--- config.mk ---
export PLATFORM = sky130hd
export DESIGN_NAME = onehot_select_arbiter_flat
export DESIGN_NICKNAME = d
export VERILOG_FILES = /design/src/rtl/onehot_pkg.sv /design/src/rtl/onehot_select_arbiter_if.sv /design/src/rtl/onehot_select_arbiter_rr_pick.sv /design/src/rtl/onehot_select_arbiter.sv /design/src/flat_wrapper.sv
export SDC_FILE = /design/constraint.sdc
export NUM_CORES = 1
export LEC_CHECK = 0
export CELL_PAD_IN_SITES_DETAIL_PLACEMENT = 0
export CELL_PAD_IN_SITES_GLOBAL_PLACEMENT = 1
export CORE_ASPECT_RATIO = 1.75
export CORE_UTILIZATION = 35
export DETAILED_ROUTE_END_ITERATION = 6
export PLACE_DENSITY_LB_ADDON = 0.3
export SETUP_SLACK_MARGIN = 0.02
export SKIP_CTS_REPAIR_TIMING = 1
export SLEW_MARGIN = 15
export SYNTH_ARGS = -nofsm -noshare
export SYNTH_HDL_FRONTEND = slang
export SYNTH_SLANG_ARGS = --single-unit
--- constraint.sdc ---
create_clock -name clk -period 2 [get_ports clk]
set_input_delay 0.3 -clock clk [delete_from_list [all_inputs] [get_ports clk]]
set_output_delay 0.3 -clock clk [all_outputs]
set_load 0.01 [all_outputs]
--- src/rtl/onehot_pkg.sv ---
// Shared types and helpers for the one-hot select arbiter.
//   state_t / S_*  : arbiter FSM state encoding
//   idx_w()        : width of a binary lane index for n lanes (min 1)
//   onehot_to_idx(): binary position of the lowest set bit of a one-hot vector
package onehot_pkg;

    localparam int unsigned MAX_LANES = 32;

    typedef logic [1:0] state_t;

    localparam state_t S_IDLE  = 2'd0;
    localparam state_t S_GRANT = 2'd1;
    localparam state_t S_GAP   = 2'd2;

    // Index width for n lanes; never zero so single-bit indices stay legal.
    function automatic int unsigned idx_w(input int unsigned n);
        return (n > 1) ? $clog2(n) : 1;
    endfunction

    // Position of the lowest set bit; 0 when the vector is empty.
    function automatic int unsigned onehot_to_idx(input logic [MAX_LANES-1:0] oh);
        int unsigned idx;
        idx = 0;
        for (int i = MAX_LANES - 1; i >= 0; i--) begin
            if (oh[i]) begin
                idx = i;
            end
        end
        return idx;
    endfunction

endpackage

--- src/rtl/onehot_select_arbiter_if.sv ---
// Request/grant bundle between request sources and the one-hot select arbiter.
//   req       : per-lane level request
//   rel       : owner finished, ends the current grant ("release" is a reserved word)
//   sel       : one-hot (or zero) select for the downstream mux
//   gnt_idx   : binary index of the granted lane, valid with gnt_valid
//   gnt_valid : sel is non-zero
//   timeout   : one-cycle pulse on forced release
interface onehot_select_arbiter_if #(
    parameter int unsigned N = 4
);
    import onehot_pkg::*;

    localparam int unsigned IDX_W = idx_w(N);

    logic [N-1:0]     req;
    logic             rel;
    logic [N-1:0]     sel;
    logic [IDX_W-1:0] gnt_idx;
    logic             gnt_valid;
    logic             timeout;

    // Request side
    modport master (
        output req,
        output rel,
        input  sel,
        input  gnt_idx,
        input  gnt_valid,
        input  timeout
    );

    // Arbiter side
    modport slave (
        input  req,
        input  rel,
        output sel,
        output gnt_idx,
        output gnt_valid,
        output timeout
    );

endinterface

--- src/rtl/onehot_select_arbiter_rr_pick.sv ---
// Combinational round-robin pick: first set request scanning last_ptr+1,
// last_ptr+2, ... modulo N.
//   req      : request vector
//   last_ptr : most recently granted lane
//   pick_c   : chosen lane (meaningful only when any_c=1)
//   any_c    : at least one request present
module onehot_select_arbiter_rr_pick
    import onehot_pkg::*;
#(
    parameter int unsigned N = 4
) (
    input  logic [N-1:0]        req,
    input  logic [idx_w(N)-1:0] last_ptr,
    output logic [idx_w(N)-1:0] pick_c,
    output logic                any_c
);

    localparam int unsigned IDX_W = idx_w(N);

    logic [N-1:0] rot_c;
    logic [N-1:0] rot_low_c;
    int unsigned  start_c;
    int unsigned  off_c;

    // Rotate so the lane after last_ptr sits at bit 0.
    always_comb begin
        rot_c   = '0;
        start_c = (32'(last_ptr) + 32'd1) % N;
        for (int i = 0; i < int'(N); i++) begin
            rot_c[i] = req[IDX_W'((start_c + 32'(i)) % N)];
        end
    end

    // Priority-encode the rotated vector, then un-rotate back to a lane number.
    always_comb begin
        rot_low_c = rot_c & (~rot_c + N'(1));
        off_c     = onehot_to_idx(MAX_LANES'(rot_low_c));
        pick_c    = IDX_W'((start_c + off_c) % N);
        any_c     = |req;
    end

endmodule

--- src/rtl/onehot_select_arbiter.sv ---
// Round-robin arbiter producing a registered one-hot select for a downstream
// one-hot mux. A grant lasts until rel, until the owner drops its request, or
// until MAX_HOLD cycles elapse; a one-cycle all-zero gap always separates
// grants so the mux never sees two bits set.
//   clk, rst_n : clock, asynchronous active-low reset
//   bus        : slave side of onehot_select_arbiter_if (req/rel in, sel/gnt_idx/
//                gnt_valid/timeout out, all outputs registered)
module onehot_select_arbiter
    import onehot_pkg::*;
#(
    parameter int unsigned N        = 4,
    parameter int unsigned MAX_HOLD = 8
) (
    input  logic                    clk,
    input  logic                    rst_n,
    onehot_select_arbiter_if.slave  bus
);

    localparam int unsigned IDX_W = idx_w(N);
    localparam int unsigned HC_W  = $clog2(MAX_HOLD + 1);

    state_t           state_q,     state_d;
    logic [N-1:0]     sel_q,       sel_d;
    logic [IDX_W-1:0] gnt_idx_q,   gnt_idx_d;
    logic             gnt_valid_q, gnt_valid_d;
    logic             timeout_q,   timeout_d;
    logic [HC_W-1:0]  hold_cnt_q,  hold_cnt_d;
    logic [IDX_W-1:0] last_ptr_q,  last_ptr_d;

    logic [IDX_W-1:0] pick_c;
    logic             any_c;
    logic             owner_req_c;
    logic             hold_max_c;
    logic             end_c;

    onehot_select_arbiter_rr_pick #(
        .N (N)
    ) u_rr_pick (
        .req      (bus.req),
        .last_ptr (last_ptr_q),
        .pick_c   (pick_c),
        .any_c    (any_c)
    );

    // Grant end conditions for the current owner.
    always_comb begin
        owner_req_c = bus.req[gnt_idx_q];
        hold_max_c  = (hold_cnt_q == HC_W'(MAX_HOLD));
        end_c       = bus.rel || !owner_req_c || hold_max_c;
    end

    // Next-state and output logic.
    always_comb begin
        state_d     = state_q;
        sel_d       = sel_q;
        gnt_idx_d   = gnt_idx_q;
        gnt_valid_d = gnt_valid_q;
        timeout_d   = 1'b0;
        hold_cnt_d  = hold_cnt_q;
        last_ptr_d  = last_ptr_q;

        case (state_q)
            S_IDLE: begin
                sel_d       = '0;
                gnt_valid_d = 1'b0;
                if (any_c) begin
                    state_d     = S_GRANT;
                    sel_d       = N'(1) << pick_c;
                    gnt_idx_d   = pick_c;
                    gnt_valid_d = 1'b1;
                    last_ptr_d  = pick_c;
                    hold_cnt_d  = HC_W'(1);
                end
            end
            S_GRANT: begin
                if (end_c) begin
                    state_d     = S_GAP;
                    sel_d       = '0;
                    gnt_valid_d = 1'b0;
                    hold_cnt_d  = '0;
                    // Only a pure expiry counts as a timeout; release/drop wins.
                    timeout_d   = hold_max_c && !bus.rel && owner_req_c;
                end else begin
                    hold_cnt_d  = hold_cnt_q + HC_W'(1);
                end
            end
            S_GAP: begin
                state_d     = S_IDLE;
                sel_d       = '0;
                gnt_valid_d = 1'b0;
            end
            default: begin
                state_d     = S_IDLE;
                sel_d       = '0;
                gnt_valid_d = 1'b0;
                hold_cnt_d  = '0;
            end
        endcase
    end

    // State and output registers.
    always_ff @(posedge clk or negedge rst_n) begin
        if (!rst_n) begin
            state_q     <= S_IDLE;
            sel_q       <= '0;
            gnt_idx_q   <= '0;
            gnt_valid_q <= 1'b0;
            timeout_q   <= 1'b0;
            hold_cnt_q  <= '0;
            last_ptr_q  <= IDX_W'(N - 1);
        end else begin
            state_q     <= state_d;
            sel_q       <= sel_d;
            gnt_idx_q   <= gnt_idx_d;
            gnt_valid_q <= gnt_valid_d;
            timeout_q   <= timeout_d;
            hold_cnt_q  <= hold_cnt_d;
            last_ptr_q  <= last_ptr_d;
        end
    end

    assign bus.sel       = sel_q;
    assign bus.gnt_idx   = gnt_idx_q;
    assign bus.gnt_valid = gnt_valid_q;
    assign bus.timeout   = timeout_q;

endmodule

--- src/flat_wrapper.sv ---
// flat-port wrapper written by rule: the top's interface ports become plain ports
module onehot_select_arbiter_flat import onehot_pkg::*;
#(
    parameter int unsigned N        = 4,
    parameter int unsigned MAX_HOLD = 8
)
  (clk, rst_n, bus_req, bus_rel, bus_sel, bus_gnt_idx, bus_gnt_valid, bus_timeout);
  onehot_select_arbiter_if #(.N(N)) bus_i ();
  input  logic clk;
  input  logic rst_n;
  input wire logic [$bits(bus_i.req)-1:0] bus_req;
  input wire logic [$bits(bus_i.rel)-1:0] bus_rel;
  output wire logic [$bits(bus_i.sel)-1:0] bus_sel;
  output wire logic [$bits(bus_i.gnt_idx)-1:0] bus_gnt_idx;
  output wire logic [$bits(bus_i.gnt_valid)-1:0] bus_gnt_valid;
  output wire logic [$bits(bus_i.timeout)-1:0] bus_timeout;
  assign bus_i.req = bus_req;
  assign bus_i.rel = bus_rel;
  assign bus_sel = bus_i.sel;
  assign bus_gnt_idx = bus_i.gnt_idx;
  assign bus_gnt_valid = bus_i.gnt_valid;
  assign bus_timeout = bus_i.timeout;
  onehot_select_arbiter #(.N(N), .MAX_HOLD(MAX_HOLD)) u_core (.clk(clk), .rst_n(rst_n), .bus(bus_i));
endmodule
==> results.py, run 1 <==
metrics = {
    "route": {
        "via_count": 771,
        "wl_per_cell_um": 13.6,
        "route.detailed.drc": 0,
        "wl_um": 1980,
        "drtIter0Drc": 13,
        "ant_nets": 0,
        "drt-pass1-iter-count": 4,
        "viasPerCell": 5.32,
    },
    "floorplan": {
        "die_area_um2": 2750,
        "core_area_um2": 2330,
        "start_util_pct": 38.1,
        "die_y_um": 68.6,
        "ios": 15,
        "die_width_um": 40.1,
        "std_cell_rows": 23,
    },
    "logic_synthesis": {
        "yosysTopAreaCell": "dfrtp_1",
        "syn_avg_cell_area_um2": 9.55,
        "synth_edf_count": 0,
        "ys_types": 34,
        "ys_seq_area_share_pct": 45.4,
        "synth_area_leaders": "dfrtp_1, dfstp_2, nand2_1, ha_1, nor2_1",
        "async_flop_share_pct": 100,
        "synth_ff_type": "dfrtp_1",
        "synth-seq-cells": 16,
        "synthesis.area_um2": 888,
        "ys.warnings.count": 0,
        "syn-instance-count": 93,
        "yosysTopAreaCellShare_pct": 39.4,
        "synth_fp_nets": 103,
    },
    "clock_tree": {
        "cts_buffers": 3,
        "h-tree-depth": 1,
        "cts_tree": "built",
        "clk_path_buf_depth": 2,
        "worstSkewPairLatency_ns": 0.25,
        "path_clk_slew_ns": 0.06,
        "cts.sinks": 16,
        "cts_root_buffer": "clkbuf_8",
    },
    "setup_path": {
        "slowest_stage": "clkdlybuf4s50_1",
        "cp_num_cells": 10,
        "startpoint_type": "input port",
        "crit_type": "input port to flop",
        "crit_required_ns": 2.13,
        "crit_end": "u_core.bus.gnt_idx[1]",
        "startpoint": "bus_req[0]",
        "r2r_slack_ns": -0.03,
        "cp_max_fo": 6,
        "slowest_delay_ns": 0.51,
        "crit_chain": "clkdlybuf4s50_1 -> buf_4 -> a21oi_1 -> a21oi_1 -> a21oi_1 -> ha_2 -> xnor2_2 -> xnor2_2 -> xnor2_2 -> mux2_4",
        "crit_buf_inv": 2,
        "cp_top_family": "buffers and inverters",
        "worst-endpoint-arrival_ns": 2.18,
        "r2r_cells": 9,
        "setup.worst_path.end_class": "flop",
        "r2r_start": "u_core.last_ptr_q[1]",
        "r2r_end": "u_core.bus.gnt_idx[1]",
    },
    "run": {
        "drv_cap": 0,
    },
    "grt": {
        "grt_overflow_total": 0,
        "grt_pass1_vias": 700,
        "grt_max_degree": 17,
        "grt_pass1_wl_um": 2990,
        "track_usage_pct": 16.8,
        "antenna_found_initial": 0,
    },
    "timing": {
        "worst_slack_ns": -0.0470,
        "finalMaxSlewViolations": 0,
        "whs_ns": 0.362,
        "hold_viol": 0,
        "grt_setup_unrepaired": "yes",
        "clock.fmax_mhz": 489,
        "fin_crit_sh_pct": 102,
        "finalSetupViolations": 4,
        "fin_crit_ns": 2.05,
        "slew_headroom_pct": 57.7,
        "worstMarginPinSlew_ns": 0.629,
        "finClkSkew_ns": 0.00301,
    },
    "status": {
        "violations": "negative setup slack",
        "status": "complete, but fails checks",
    },
    "placement": {
        "dpl.hpwl_um": 1490,
        "routabilityCongestion": 0.751,
        "io_buffers": 14,
    },
    "pwr": {
        "p_leak_nw": 0.598,
        "finalPower_mw": 1.80,
        "power.density_nw_per_um2": 1470,
        "ir_worst_vdd_uv": 924,
    },
    "final_layout": {
        "multi_input_area_um2": 465,
        "seqCellArea_um2": 403,
        "fillCellCount": 219,
        "nets": 132,
        "drive_above_1_share_pct": 25.0,
        "areaGrowthSynthToFinish_pct": 38.3,
        "n_antenna_cell": 0,
    },
    "min_path": {
        "worstHoldPathType": "input port to async pin",
    },
}
[worst min path at each step]
stage,from,to,slack (ns),cells after the start
2_1_floorplan,rst_n,u_core.bus.gnt_idx[0],0.004,0
3_3_place_gp,u_core.bus.gnt_valid,u_core.bus.gnt_valid,0.46,2
3_5_place_dp,u_core.bus.gnt_valid,u_core.bus.gnt_valid,0.46,2
4_1_cts,rst_n,u_core.bus.timeout,0.38,2
5_1_grt,rst_n,u_core.hold_cnt_q[2],0.39,2
6_report,rst_n,u_core.bus.timeout,0.36,2
[synthesized netlist by cell type (all sizes together), types with 2 or more instances]
library cell and n:
nor2 8, dfstp 2, ha 3, inv 7
nand3 2, xnor2 3, nor2b 3, a22o 2
a21oi 4, mux2 2, o32ai 2, or2 2
buf 2, and3 2, dfrtp 14, nor3 3
nand2 14, o21ai 7
[layout make-up]
type,count,share of cell area (%)
multi-input cells,67,37.9
flip-flops and latches,16,32.8
repair buffers,27,21.3
clock buffers,3,3.36
well taps,25,2.55
inverters,7,2.14
[cell families after synthesis]
| kind of cell | count (synthesis) | share of synthesized area (%) |
|---|---|---|
| and+or+nand+nor | 37 | 20.7 |
| AOI/OAI and AO/OA | 21 | 15.8 |
| DFF | 16 | 45.4 |
| buffers and inverters | 10 | 5.91 |
| xor gates and xnor gates | 3 | 2.96 |
| muxes | 3 | 5.07 |
| adders and majority gates | 3 | 4.23 |
[flip-flops by register name (all words and copies together), names as in the netlist]
| register | count |
|---|---|
| u_core.bus.sel | 4 |
| u_core.bus.gnt_idx | 2 |
| u_core.state_q | 2 |
| u_core.bus.timeout | 1 |
| u_core.last_ptr_q | 2 |
| u_core.bus.gnt_valid | 1 |
| u_core.hold_cnt_q | 4 |
[per-stage QoR]
stage	utilization (%)	cells	instance area, um^2	setup WS [ns]	setup TNS, ns
after floorplan	-	93	888	0.0966	0
after global placement	48.4	140	1130	-0.406	-3.19
after detailed placement	48.4	140	1130	-0.480	-3.62
after CTS	50.2	143	1170	-0.249	-1.32
after global routing	52.7	145	1230	-0.176	-0.886
final	52.7	145	1230	-0.0470	-0.119
[power breakdown]
part / internal [mW] / switching (mW)
Combinational: 0.544 / 0.457
Clock: 0.134 / 0.105
Sequential: 0.455 / 0.110
[routing by layer]
| metal | share of wire [%] | global-route usage [%] | vias up |
|---|---|---|---|
| li1 | - | - | 379 |
| met1 | 37 | 16.8 | 375 |
| met2 | 57 | 30.0 | 12 |
| met3 | 2.9 | 1.92 | 5 |
| met4 | 2.6 | 11.6 | 0 |
| met5 | 0 | 0 | - |
[worst reg2reg max path, cell delays in order (launching register included)]
cell     delay, ns
dfstp_2       0.58
o21ai_1       0.07
a21oi_1       0.14
nor3_1        0.05
a21oi_1       0.13
ha_2          0.21
xnor2_2       0.08
xnor2_2       0.23
xnor2_2       0.16
mux2_4        0.28
[cells in the final DEF, fill, tap and decap left out, types with 3 or more instances in the layout]
cell and count:
dlymetal6s2s_1 3, o21ai_1 3, nand2_1 14, nor3_1 3
xnor2_2 3, o21ai_0 3, clkbuf_8 3, buf_4 11
dfrtp_1 14, nor2_1 8, inv_1 6, a21oi_1 4
clkdlybuf4s50_1 11
No activity file was read; power rests on OpenSTA's default activity.
==> inputs of run 2 (changes only) <==
--- a/config.mk
+++ b/config.mk
@@ -5,6 +5,7 @@
 export SDC_FILE = /design/constraint.sdc
 export NUM_CORES = 1
 export LEC_CHECK = 0
+export CAP_MARGIN = 0
 export CELL_PAD_IN_SITES_DETAIL_PLACEMENT = 0
 export CELL_PAD_IN_SITES_GLOBAL_PLACEMENT = 1
 export CORE_ASPECT_RATIO = 1.75
==> results of run 2 <==
Same layout as run 1: the final DEF is identical, and so are final timing and power.
